## config.mk

```make
export PLATFORM = sky130hd
export DESIGN_NAME = logic16_arbiter_flat
export DESIGN_NICKNAME = d
export VERILOG_FILES = /design/src/rtl/logic16_arbiter_if.sv /design/src/rtl/logic16_arbiter.sv /design/src/flat_wrapper.sv
export SDC_FILE = /design/constraint.sdc
export NUM_CORES = 1
export LEC_CHECK = 0
export CAP_MARGIN = 40
export CORE_UTILIZATION = 35
export DETAILED_ROUTE_END_ITERATION = 8
export PLACE_DENSITY = 0.75
export SYNTH_ARGS = -nofsm -noshare
export SYNTH_HDL_FRONTEND = slang
export SYNTH_SLANG_ARGS = --single-unit
```

## constraint.sdc

```tcl
create_clock -name clk -period 1.3 [get_ports clk]
set_input_delay 0.26 -clock clk [delete_from_list [all_inputs] [get_ports clk]]
set_output_delay 0.26 -clock clk [all_outputs]
set_load 0.02 [all_outputs]
```

## src/rtl/logic16_arbiter_if.sv

```systemverilog
// Handshake bundle between two requesters, the shared And16 unit and the response consumer.
// The slave modport is the arbiter's view; master is the surrounding environment.
interface logic16_arbiter_if #(
    parameter int unsigned WIDTH = 16
);
    logic             req0_valid;
    logic [WIDTH-1:0] req0_a;
    logic [WIDTH-1:0] req0_b;
    logic             req0_ready;
    logic             req1_valid;
    logic [WIDTH-1:0] req1_a;
    logic [WIDTH-1:0] req1_b;
    logic             req1_ready;
    logic [WIDTH-1:0] lu_a;
    logic [WIDTH-1:0] lu_b;
    logic [WIDTH-1:0] lu_out;
    logic             rsp_valid;
    logic             rsp_id;
    logic [WIDTH-1:0] rsp_data;
    logic             rsp_ready;
    logic             busy;

    modport slave (
        input  req0_valid, req0_a, req0_b,
        output req0_ready,
        input  req1_valid, req1_a, req1_b,
        output req1_ready,
        output lu_a, lu_b,
        input  lu_out,
        output rsp_valid, rsp_id, rsp_data,
        input  rsp_ready,
        output busy
    );

    modport master (
        output req0_valid, req0_a, req0_b,
        input  req0_ready,
        output req1_valid, req1_a, req1_b,
        input  req1_ready,
        input  lu_a, lu_b,
        output lu_out,
        input  rsp_valid, rsp_id, rsp_data,
        output rsp_ready,
        input  busy
    );
endinterface

```

## src/rtl/logic16_arbiter.sv

```systemverilog
// Round-robin arbiter sharing one combinational And16 unit between two requesters,
// returning each result on a single tagged response channel.
module logic16_arbiter #(
    parameter int unsigned WIDTH = 16
) (
    input logic               clk,
    input logic               reset,
    logic16_arbiter_if.slave  bus
);
    typedef enum logic [1:0] {StIdle, StExec, StResp} state_e;

    state_e           state_q, state_d;
    logic             last_grant_q, last_grant_d;
    logic             cur_id_q, cur_id_d;
    logic [WIDTH-1:0] lu_a_q, lu_a_d;
    logic [WIDTH-1:0] lu_b_q, lu_b_d;
    logic             rsp_valid_q, rsp_valid_d;
    logic             rsp_id_q, rsp_id_d;
    logic [WIDTH-1:0] rsp_data_q, rsp_data_d;

    logic gnt0, gnt1;

    // On a tie the requester that did not win last time is granted.
    always_comb begin
        gnt0 = 1'b0;
        gnt1 = 1'b0;
        if (state_q == StIdle) begin
            gnt0 = bus.req0_valid & (~bus.req1_valid | last_grant_q);
            gnt1 = bus.req1_valid & (~bus.req0_valid | ~last_grant_q);
        end
    end

    always_comb begin
        state_d      = state_q;
        last_grant_d = last_grant_q;
        cur_id_d     = cur_id_q;
        lu_a_d       = lu_a_q;
        lu_b_d       = lu_b_q;
        rsp_valid_d  = rsp_valid_q;
        rsp_id_d     = rsp_id_q;
        rsp_data_d   = rsp_data_q;
        unique case (state_q)
            StIdle: begin
                if (gnt0) begin
                    lu_a_d       = bus.req0_a;
                    lu_b_d       = bus.req0_b;
                    cur_id_d     = 1'b0;
                    last_grant_d = 1'b0;
                    state_d      = StExec;
                end else if (gnt1) begin
                    lu_a_d       = bus.req1_a;
                    lu_b_d       = bus.req1_b;
                    cur_id_d     = 1'b1;
                    last_grant_d = 1'b1;
                    state_d      = StExec;
                end
            end
            StExec: begin
                rsp_data_d  = bus.lu_out;
                rsp_id_d    = cur_id_q;
                rsp_valid_d = 1'b1;
                state_d     = StResp;
            end
            StResp: begin
                if (bus.rsp_ready) begin
                    rsp_valid_d = 1'b0;
                    state_d     = StIdle;
                end
            end
            default: state_d = StIdle;
        endcase
    end

    always_ff @(posedge clk) begin
        if (reset) begin
            state_q      <= StIdle;
            last_grant_q <= 1'b1;
            cur_id_q     <= 1'b0;
            lu_a_q       <= '0;
            lu_b_q       <= '0;
            rsp_valid_q  <= 1'b0;
            rsp_id_q     <= 1'b0;
            rsp_data_q   <= '0;
        end else begin
            state_q      <= state_d;
            last_grant_q <= last_grant_d;
            cur_id_q     <= cur_id_d;
            lu_a_q       <= lu_a_d;
            lu_b_q       <= lu_b_d;
            rsp_valid_q  <= rsp_valid_d;
            rsp_id_q     <= rsp_id_d;
            rsp_data_q   <= rsp_data_d;
        end
    end

    assign bus.req0_ready = gnt0;
    assign bus.req1_ready = gnt1;
    assign bus.lu_a       = lu_a_q;
    assign bus.lu_b       = lu_b_q;
    assign bus.rsp_valid  = rsp_valid_q;
    assign bus.rsp_id     = rsp_id_q;
    assign bus.rsp_data   = rsp_data_q;
    assign bus.busy       = (state_q != StIdle);
endmodule
```

## src/flat_wrapper.sv

```systemverilog
// flat-port wrapper written by rule: the top's interface ports become plain ports
module logic16_arbiter_flat 
#(
    parameter int unsigned WIDTH = 16
)
  (clk, reset, bus_req0_valid, bus_req0_a, bus_req0_b, bus_req0_ready, bus_req1_valid, bus_req1_a, bus_req1_b, bus_req1_ready, bus_lu_a, bus_lu_b, bus_lu_out, bus_rsp_valid, bus_rsp_id, bus_rsp_data, bus_rsp_ready, bus_busy);
  logic16_arbiter_if #(.WIDTH(WIDTH)) bus_i ();
  input logic clk;
  input logic reset;
  input wire logic [$bits(bus_i.req0_valid)-1:0] bus_req0_valid;
  input wire logic [$bits(bus_i.req0_a)-1:0] bus_req0_a;
  input wire logic [$bits(bus_i.req0_b)-1:0] bus_req0_b;
  output wire logic [$bits(bus_i.req0_ready)-1:0] bus_req0_ready;
  input wire logic [$bits(bus_i.req1_valid)-1:0] bus_req1_valid;
  input wire logic [$bits(bus_i.req1_a)-1:0] bus_req1_a;
  input wire logic [$bits(bus_i.req1_b)-1:0] bus_req1_b;
  output wire logic [$bits(bus_i.req1_ready)-1:0] bus_req1_ready;
  output wire logic [$bits(bus_i.lu_a)-1:0] bus_lu_a;
  output wire logic [$bits(bus_i.lu_b)-1:0] bus_lu_b;
  input wire logic [$bits(bus_i.lu_out)-1:0] bus_lu_out;
  output wire logic [$bits(bus_i.rsp_valid)-1:0] bus_rsp_valid;
  output wire logic [$bits(bus_i.rsp_id)-1:0] bus_rsp_id;
  output wire logic [$bits(bus_i.rsp_data)-1:0] bus_rsp_data;
  input wire logic [$bits(bus_i.rsp_ready)-1:0] bus_rsp_ready;
  output wire logic [$bits(bus_i.busy)-1:0] bus_busy;
  assign bus_i.req0_valid = bus_req0_valid;
  assign bus_i.req0_a = bus_req0_a;
  assign bus_i.req0_b = bus_req0_b;
  assign bus_req0_ready = bus_i.req0_ready;
  assign bus_i.req1_valid = bus_req1_valid;
  assign bus_i.req1_a = bus_req1_a;
  assign bus_i.req1_b = bus_req1_b;
  assign bus_req1_ready = bus_i.req1_ready;
  assign bus_lu_a = bus_i.lu_a;
  assign bus_lu_b = bus_i.lu_b;
  assign bus_i.lu_out = bus_lu_out;
  assign bus_rsp_valid = bus_i.rsp_valid;
  assign bus_rsp_id = bus_i.rsp_id;
  assign bus_rsp_data = bus_i.rsp_data;
  assign bus_i.rsp_ready = bus_rsp_ready;
  assign bus_busy = bus_i.busy;
  logic16_arbiter #(.WIDTH(WIDTH)) u_core (.clk(clk), .reset(reset), .bus(bus_i));
endmodule
```

==> results of run 1 <==
## worst paths after layout
| path | to | from | depth (start not counted) |
|---|---|---|---|
| setup / recovery | bus_req0_ready | bus_req1_valid | 4 |
| hold / removal | u_core.state_q[0] | reset | 3 |
| setup reg to reg | u_core.bus.lu_b[3] | u_core.state_q[1] | 5 |
| hold reg to reg | u_core.bus.rsp_data[3] | u_core.bus.rsp_data[3] | 2 |
## synthesized netlist by cell type, drive strengths merged
| cell type | n |
|---|---|
| or3b | 2 |
| nand2 | 36 |
| or2 | 1 |
| nor3b | 1 |
| nor2 | 3 |
| nand2b | 2 |
| and2b | 1 |
| nor2b | 2 |
| nand3 | 33 |
| buf | 17 |
| a311oi | 32 |
| and2 | 1 |
| o21ai | 34 |
| nand3b | 1 |
| clkbuf | 17 |
| dfxtp | 54 |
| a21oi | 52 |
| inv | 2 |
## critical path, cell delays in order
cell and delay, ns:
clkdlybuf4s50_1 0.50, and2b_2 0.30, nor2_4 0.11, buf_6 0.12
## flip-flops by register name (all words and copies together) (netlist names)
name / cells
u_core.state_q: 2
u_core.bus.rsp_valid: 1
u_core.bus.lu_a: 16
u_core.bus.rsp_data: 16
u_core.bus.lu_b: 16
u_core.cur_id_q: 1
u_core.bus.rsp_id: 1
u_core.last_grant_q: 1
## power by group through the flow
stage                     logic (mW)  registers, mW  clock network, mW
after detailed placement        1.72           1.96                  0
final                           1.88           1.92               1.34
after global routing            2.01           1.95               1.42
after global placement          1.70           1.96                  0
after floorplan                0.757           2.17                  0
after CTS                       1.83           1.92               1.36
## kinds of logic after synthesis
| group | share of synthesized area |
|---|---|
| AO/OA/AOI/OAI | 0.347 |
| AND/OR/NAND/NOR | 0.156 |
| flip-flops | 0.420 |
| buffers and inverters | 0.0778 |
## cell type report
class,instances,area share
sequential,54,0.240
inverter,2,0.00166
tap,96,0.0266
multi-input combinational,204,0.328
clock inverter,3,0.0152
timing repair buffer,168,0.374
clock buffer,5,0.0152
## per-layer routing
metal | routed length [um] | share of wire | track usage
met1 | 3730 | 0.41 | 0.284
met5 | 0 | 0 | 0
met4 | 63 | 0.0070 | 0.0447
met2 | 4560 | 0.50 | 0.445
met3 | 704 | 0.078 | 0.0500
## stage by stage
stage | power (mW) | cells
floorplan | 2.92 | 291
global placement | 3.66 | 509
detailed placement | 3.69 | 509
CTS | 5.11 | 528
global route | 5.37 | 532
finish | 5.15 | 532
## repair_timing
item,4_1_cts,5_1_grt
resized for setup,118,16
cloned,7,1
pin swaps,6,3
endpoints found under the setup margin,88,45
setup buffers,4,3
==> metrics.yaml, run 1 <==
status: "finished, violations left"
violations: "negative setup slack"
power_leakage_nw: 1.77
num-fill-cells: 583
final_cell_mix: "82 x clkdlybuf4s50_1, 52 x a21oi_1, 52 x dfxtp_1"
criticalPathCategory: "input port to output pin"
cts_root_buf: "clkbuf_8"
drive_gt1_frac: 0.275
hold_path.class: "input port to flip-flop"
final_cell_area_um2: 4520
synth-seq-area-share: 0.420
worst_setup_path_start_kind: "input port"
ys_seq_elements: 54
clkSlewWorstSetupHoldPaths_ns: 0.10
rsz0062_at_grt: "true"
die_w_um: 87.8
arrival_ns: 1.29
hold-worst-slack_ns: 0.439
ios: 138
end_kind: "output pin"
cts_tree: "built"
vias: 2848
yosysTopAreaCellShare: 0.420
crit_fanout: 4
p_clk_frac: 0.261
synth_cells: 291
port_buffers: 137
comb_power_share: 0.365
tightest_slew_ns: 0.321
syn-mean-instance-area_um2: 8.84
die_h_um: 87.8
utilization: 0.651
setup_violations: 38
fin_crit_ns: 1.55
fin_skew_ns: 0.00461
p_sw_mw: 1.64
ir_drop_uv: 515
core-area_um2: 6940
synth_area_um2: 2570
multi_input_area_um2: 1480
relSlewSlack: 0.786
final_common_cell: "clkdlybuf4s50_1"
crit_required_ns: 1.04
fmax_mhz: 643
r2r_setup_slack_ns: -0.17
dp_worst_setup_slack_ns: -0.846
cts_buffers: 5
synth_area_leader_cell: "dfxtp_1"
dpl.hpwl_um: 5470
num_rows: 30
setup_slack_ns: -0.254
grt_pass1_wl_um: 14100
first_global_vias: 2768
wirelength_um: 9060
place_area_um2: 4100
gp_congestion: 0.765
grt_max_degree: 55
p_sw_frac: 0.318
grt.overflow.total: 0
seq_power_share: 0.374
holdBufCountCts: 0
grt_antenna_before_repair: 0
drc: 0
finalCritPeriodShare: 1.20
antenna_cells: 0
vias_per_cell: 5.35
slew_viol_final: 0
grt_usage: 0.240
htree_levels: 2
firstDrtPassIters: 4
synth_area_leaders: "dfxtp_1 42%, a311oi_2 17%, a21oi_1 10%"
clock_sinks: 54
maxCapViolCount: 0
nets: 520
area_growth_syn_to_layout_pct: 75.7
setup_tns_ns: -6.16
insertion_delay_ns: 0.31
register_area_um2: 1080
hold_violations: 0
yosys_warnings: 0
drt_iter0_drc: 84
ant_nets: 0
synth_nets: 376
post_drt_wl_per_cell_um: 17.0
powerDensity_nw_per_um2: 1140
synth_cell_types: 25
dieArea_um2: 7700
p_int_mw: 3.51
cts_max_path_buffers: 2
start_util: 0.371
(Power assumes the default switching activity.)
==> run 2, diff against run 1 <==
--- a/config.mk
+++ b/config.mk
@@ -5,9 +5,11 @@
 export SDC_FILE = /design/constraint.sdc
 export NUM_CORES = 1
 export LEC_CHECK = 0
+export ABC_AREA = 1
 export CAP_MARGIN = 40
 export CORE_UTILIZATION = 35
 export DETAILED_ROUTE_END_ITERATION = 8
+export GPL_TIMING_DRIVEN = 0
 export PLACE_DENSITY = 0.75
 export SYNTH_ARGS = -nofsm -noshare
 export SYNTH_HDL_FRONTEND = slang
==> metrics.yaml, run 2 <==
status: "finished, violations left"
violations: "negative setup slack"
slew_viol_final: 0  # unchanged
synth_cells: 378  # +30%
dp_worst_setup_slack_ns: -1.04  # -0.191 ns
fin_skew_ns: 0.0110  # +0.00639 ns
synth-seq-area-share: 0.421  # +0.00123
end_kind: "output pin"
dieArea_um2: 7680  # -0.28%
worst_setup_path_start_kind: "flip-flop"
criticalPathCategory: "flip-flop to output pin"
drt_iter0_drc: 89  # +6.0%
rsz0062_at_grt: "true"
synth_compound_area_frac: 0.113  # -0.234
wirelength_um: 8160  # -9.9%
insertion_delay_ns: 0.31  # about the same
tightest_slew_ns: 0.527  # +0.206 ns
hold_path.class: "input port to flip-flop"
yosysTopAreaCellShare: 0.421  # +0.00123
vias_per_cell: 4.70  # -12%
dpl.hpwl_um: 5610  # +2.5%
dp_cells: 609  # +20%
relSlewSlack: 0.649  # -0.138
synth_edf_count: 0  # unchanged
powerDensity_nw_per_um2: 1100  # -3.8%
r2r_cells: 7  # +2
setup_tns_ns: -3.85  # +2.32 ns
power_mw: 4.81  # -6.6%
grt.overflow.total: 0  # unchanged
hold_violations: 0  # unchanged
antenna_cells: 0  # unchanged
area_growth_syn_to_layout_pct: 71.0
htree_levels: 2  # unchanged
first_global_vias: 2742  # -0.94%
yosys_warnings: 0  # unchanged
ys_top_cells_by_count: "69 x inv_1, 67 x nand2_1, 54 x dfxtp_1"
core-area_um2: 6940  # unchanged
async_reset_ff_frac: 0  # unchanged
hold_depth: 4  # +1
clkSlewWorstSetupHoldPaths_ns: 0.11  # about the same
setup_slack_ns: -0.173  # +0.0812 ns
synth_nets: 463  # +23%
die_h_um: 87.6  # -0.14%
power_leakage_nw: 2.19  # +24%
cts_buffers: 5  # unchanged
firstDrtPassIters: 4  # unchanged
synth_most_common_cell: "inv_1"
port_buffers: 135  # -1.5%
synth_top_family_by_area: "simple AND/OR/NAND/NOR gates"
nets: 623  # +20%
setup_violations: 35  # -7.9%
synthAdderAreaFrac: 0  # unchanged
vias: 2987  # +4.9%
cts_max_path_buffers: 2  # unchanged
synth_area_um2: 2570  # -0.29%
final_cell_mix: "81 x clkdlybuf4s50_1, 66 x nand2_1, 65 x inv_1"
ys_seq_elements: 54  # unchanged
die_w_um: 87.6  # -0.14%
synth_area_leader_cell: "dfxtp_1"
synth_cell_types: 18  # -28%
crit_required_ns: 1.04  # about the same
finalCritPeriodShare: 1.13  # -0.0624
ant_nets: 0  # unchanged
final_common_cell: "clkdlybuf4s50_1"
cts_root_buf: "clkbuf_8"
synth.area.mux_share: 0  # unchanged
synth-simple-area-share: 0.307  # +0.152
crit_fanout: 3  # -1
drc: 0  # unchanged
cts_tree: "built"
ios: 138  # unchanged
synth_xor_area_frac: 0  # unchanged
fmax_mhz: 679  # +5.5%
grt_pass1_wl_um: 12300  # -13%
num_rows: 30  # unchanged
grt_usage: 0.206  # -0.0339
ir_drop_uv: 572  # +11%
grt_max_degree: 20  # -64%
drive_gt1_frac: 0.124  # -0.151
fin_cells: 635  # +19%
synth_area_leaders: "dfxtp_1 42%, inv_1 10%, nand2_1 9.8%"
arrival_ns: 1.21  # -0.08 ns
holdBufCountCts: 0  # unchanged
syn-mean-instance-area_um2: 6.79  # -23%
gp_congestion: 0.753  # -1.6%
start_util: 0.370  # -0.00108
maxCapViolCount: 0  # unchanged
grt_antenna_before_repair: 0  # unchanged
fin_crit_ns: 1.47  # -0.0812 ns
post_drt_wl_per_cell_um: 12.9  # -25%
ys.flop_type: "dfxtp_1"
clock_sinks: 54  # unchanged
## run 2: worst paths after layout
check | startpoint | endpoint | slack, ns
max | u_core.state_q[1] | bus_busy | -0.17
min | reset | u_core.bus.lu_b[1] | 0.30
max reg2reg | u_core.state_q[1] | u_core.last_grant_q | -0.15
min reg2reg | u_core.cur_id_q | u_core.cur_id_q | 0.49
## run 2: cells by family (layout without fill, tap and decap cells)
kind of cell	after synthesis	in the layout
simple gates	171	171
buf+inv	98	259
compound gates	55	55
flops	54	54
## run 2: layer usage
layer / vias up / track usage / part of all wire
li1: 1522 / - / -
met1: 1358 / 0.249 / 0.45
met2: 105 / 0.360 / 0.48
met3: 2 / 0.0471 / 0.067
met4: 0 / 0.0686 / 0.0067
met5: - / 0 / 0
## run 2: critical path, cell delays in order (launching register included)
cell     delay [ns]
dfxtp_4        0.37
nor2_4         0.14
buf_6          0.14
buf_12         0.10
inv_4          0.03
buf_6          0.11
## run 2: repair_timing
action | CTS | global route
setup endpoints to repair | 85 | 66
buffers inserted | 6 | 10
hold endpoints to repair | 0 | 0
pin swaps | 4 | 3
resized for setup | 84 | 48
gates cloned | 0 | 3
## run 2: power by group
part | switching, mW | internal, mW | total [mW] | leakage (nW)
clock network | 0.616 | 0.405 | 1.02 | 0.0506
logic | 0.957 | 0.881 | 1.84 | 1.69
registers | 0.0947 | 1.85 | 1.95 | 0.448
## run 2: per-stage QoR
stage | util | hold WS, ns | cell area, um^2
finish | 0.632 | 0.302 | 4390
global route | 0.632 | 0.339 | 4390
CTS | 0.599 | 0.304 | 4160
detailed placement | 0.581 | 0.464 | 4040
global placement | 0.581 | 0.453 | 4040
floorplan | - | 0.371 | 2570
## run 2: cell type report
type	count	area, um^2
clock buffer	5	68.8
fill	647	2550
multi-input combinational	226	1110
tap	96	120
buffer	25	176
clock inverter	3	28.8
timing repair buffer	154	1510
inverter	72	280
sequential	54	1090
==> run 3, diff against run 2 <==
--- a/config.mk
+++ b/config.mk
@@ -8,9 +8,11 @@
 export ABC_AREA = 1
 export CAP_MARGIN = 40
 export CORE_UTILIZATION = 35
+export CTS_CLUSTER_SIZE = 20
 export DETAILED_ROUTE_END_ITERATION = 8
 export GPL_TIMING_DRIVEN = 0
 export PLACE_DENSITY = 0.75
+export SKIP_CTS_REPAIR_TIMING = 1
 export SYNTH_ARGS = -nofsm -noshare
 export SYNTH_HDL_FRONTEND = slang
 export SYNTH_SLANG_ARGS = --single-unit
==> metrics.yaml, run 3 (same netlist as run 2, synthesis figures left out) <==
powerDensity_nw_per_um2: 1080  # -1.7%
num-fill-cells: 619  # -4.3%
drive_gt1_frac: 0.105  # -0.0194
criticalPathCategory: "flip-flop to output pin"
post_drt_wl_per_cell_um: 12.8  # -0.44%
nets: 618  # -0.80%
fin_crit_ns: 1.61  # +0.141 ns
crit_top_cell: "buf_6"
htree_levels: 2  # unchanged
grt_antenna_before_repair: 0  # unchanged
die_w_um: 87.6  # unchanged
clock_sinks: 54  # unchanged
die_h_um: 87.6  # unchanged
wirelength_um: 8060  # -1.2%
end_kind: "output pin"
ios: 138  # unchanged
worst-path-buf-inv: 4  # unchanged
dieArea_um2: 7680  # unchanged
arrival_ns: 1.35  # +0.14 ns
grt_pass1_wl_um: 12000  # -2.9%
cts_tree: "built"
power_leakage_nw: 2.78  # +27%
hold-worst-slack_ns: 0.305  # +0.00217 ns
cts_max_path_buffers: 2  # unchanged
crit_fanout: 7  # +4
grt_usage: 0.200  # -0.00577
slowest_delay_ns: 0.39  # +0.02 ns
core-area_um2: 6940  # unchanged
start_util: 0.370  # unchanged
clkSlewWorstSetupHoldPaths_ns: 0.11  # about the same
antenna_cells: 0  # unchanged
relSlewSlack: 0.631  # -0.0182
grt_max_degree: 20  # unchanged
dpl.hpwl_um: 5610  # unchanged
setup_slack_ns: -0.314  # -0.141 ns
final_cell_mix: "81 x clkdlybuf4s50_1, 66 x inv_1, 66 x nand2_1"
hold_violations: 0  # unchanged
num_rows: 30  # unchanged
crit_family: "buffers and inverters"
drc: 0  # unchanged
hold_path.class: "input port to flip-flop"
ant_nets: 0  # unchanged
tightest_slew_ns: 0.554  # +0.0273 ns
ir_drop_uv: 604  # +5.6%
first_global_vias: 2662  # -2.9%
finalCritPeriodShare: 1.24  # +0.108
path_cells: "nor2_4 > buf_6 > buf_6 > inv_2 > buf_6"
area_growth_syn_to_layout_pct: 72.7
fin_skew_ns: 0.0113  # +0.000254 ns
port_buffers: 135  # unchanged
grt.overflow.total: 0  # unchanged
violations: "negative setup slack"
insertion_delay_ns: 0.32  # about the same
worst_setup_path_start_kind: "flip-flop"
fmax_mhz: 620  # -8.7%
vias: 2938  # -1.6%
drt_iter0_drc: 101  # +13%
slew_viol_final: 0  # unchanged
maxCapViolCount: 0  # unchanged
status: "finished, violations left"
rsz0062_at_grt: "true"
slowest_stage: "dfxtp_4"
cts_root_buf: "clkbuf_8"
setup_violations: 35  # unchanged
vias_per_cell: 4.66  # -0.86%
final_common_cell: "clkdlybuf4s50_1"
crit_required_ns: 1.04  # about the same
cts_buffers: 5  # unchanged
setup_tns_ns: -4.46  # -0.615 ns
firstDrtPassIters: 4  # unchanged
gp_congestion: 0.753  # unchanged
[run 3: cell type report]
cell class	count	area, um^2	area share
sequential	54	1080	0.245
clock buffer	5	68.8	0.0155
buffer	26	173	0.0390
inverter	72	275	0.0621
clock inverter	3	28.8	0.00649
multi-input combinational	226	1100	0.248
tap	96	120	0.0271
timing repair buffer	148	1580	0.357
[run 3: stage by stage]
stage               setup WS, ns  total power [mW]  utilization  cell area (um^2)  instances
global route              -0.365              5.05        0.638              4430        630
global placement           -1.02              3.67        0.581              4040        609
CTS                        -1.06              4.72        0.595              4140        617
floorplan                0.00497              2.88            -              2570        378
finish                    -0.314              4.77        0.638              4430        630
detailed placement         -1.04              3.69        0.581              4040        609
[run 3: routing by layer]
layer / part of all wire / GRT usage / up-vias
met5: 0 / 0 / -
met4: 0.010 / 0.0686 / 0
met3: 0.069 / 0.0471 / 4
met2: 0.48 / 0.344 / 100
met1: 0.44 / 0.246 / 1325
li1: - / - / 1509
[run 3: power by group]
part	switching [mW]	total, mW	leakage [nW]	internal (mW)
registers	0.0947	1.95	0.448	1.85
logic	0.924	1.80	2.28	0.878
clock network	0.621	1.03	0.0506	0.405
total	1.64	4.77	2.78	3.14
[run 3: worst register-to-register path: cells and delay by family (launching register included)]
family	cells	cell delay [ns]
flops	1	0.39
compound gates	1	0.10
simple gates	3	0.42
buf+inv	4	0.46
[run 3: final timing paths]
kind | startpoint | cells after the start | end | slack [ns]
setup / recovery | u_core.state_q[1] | 5 | bus_busy | -0.31
hold / removal | reset | 4 | u_core.bus.lu_b[2] | 0.30
hold reg to reg | u_core.cur_id_q | 2 | u_core.cur_id_q | 0.48
setup reg to reg | u_core.state_q[1] | 8 | u_core.bus.lu_a[0] | -0.17
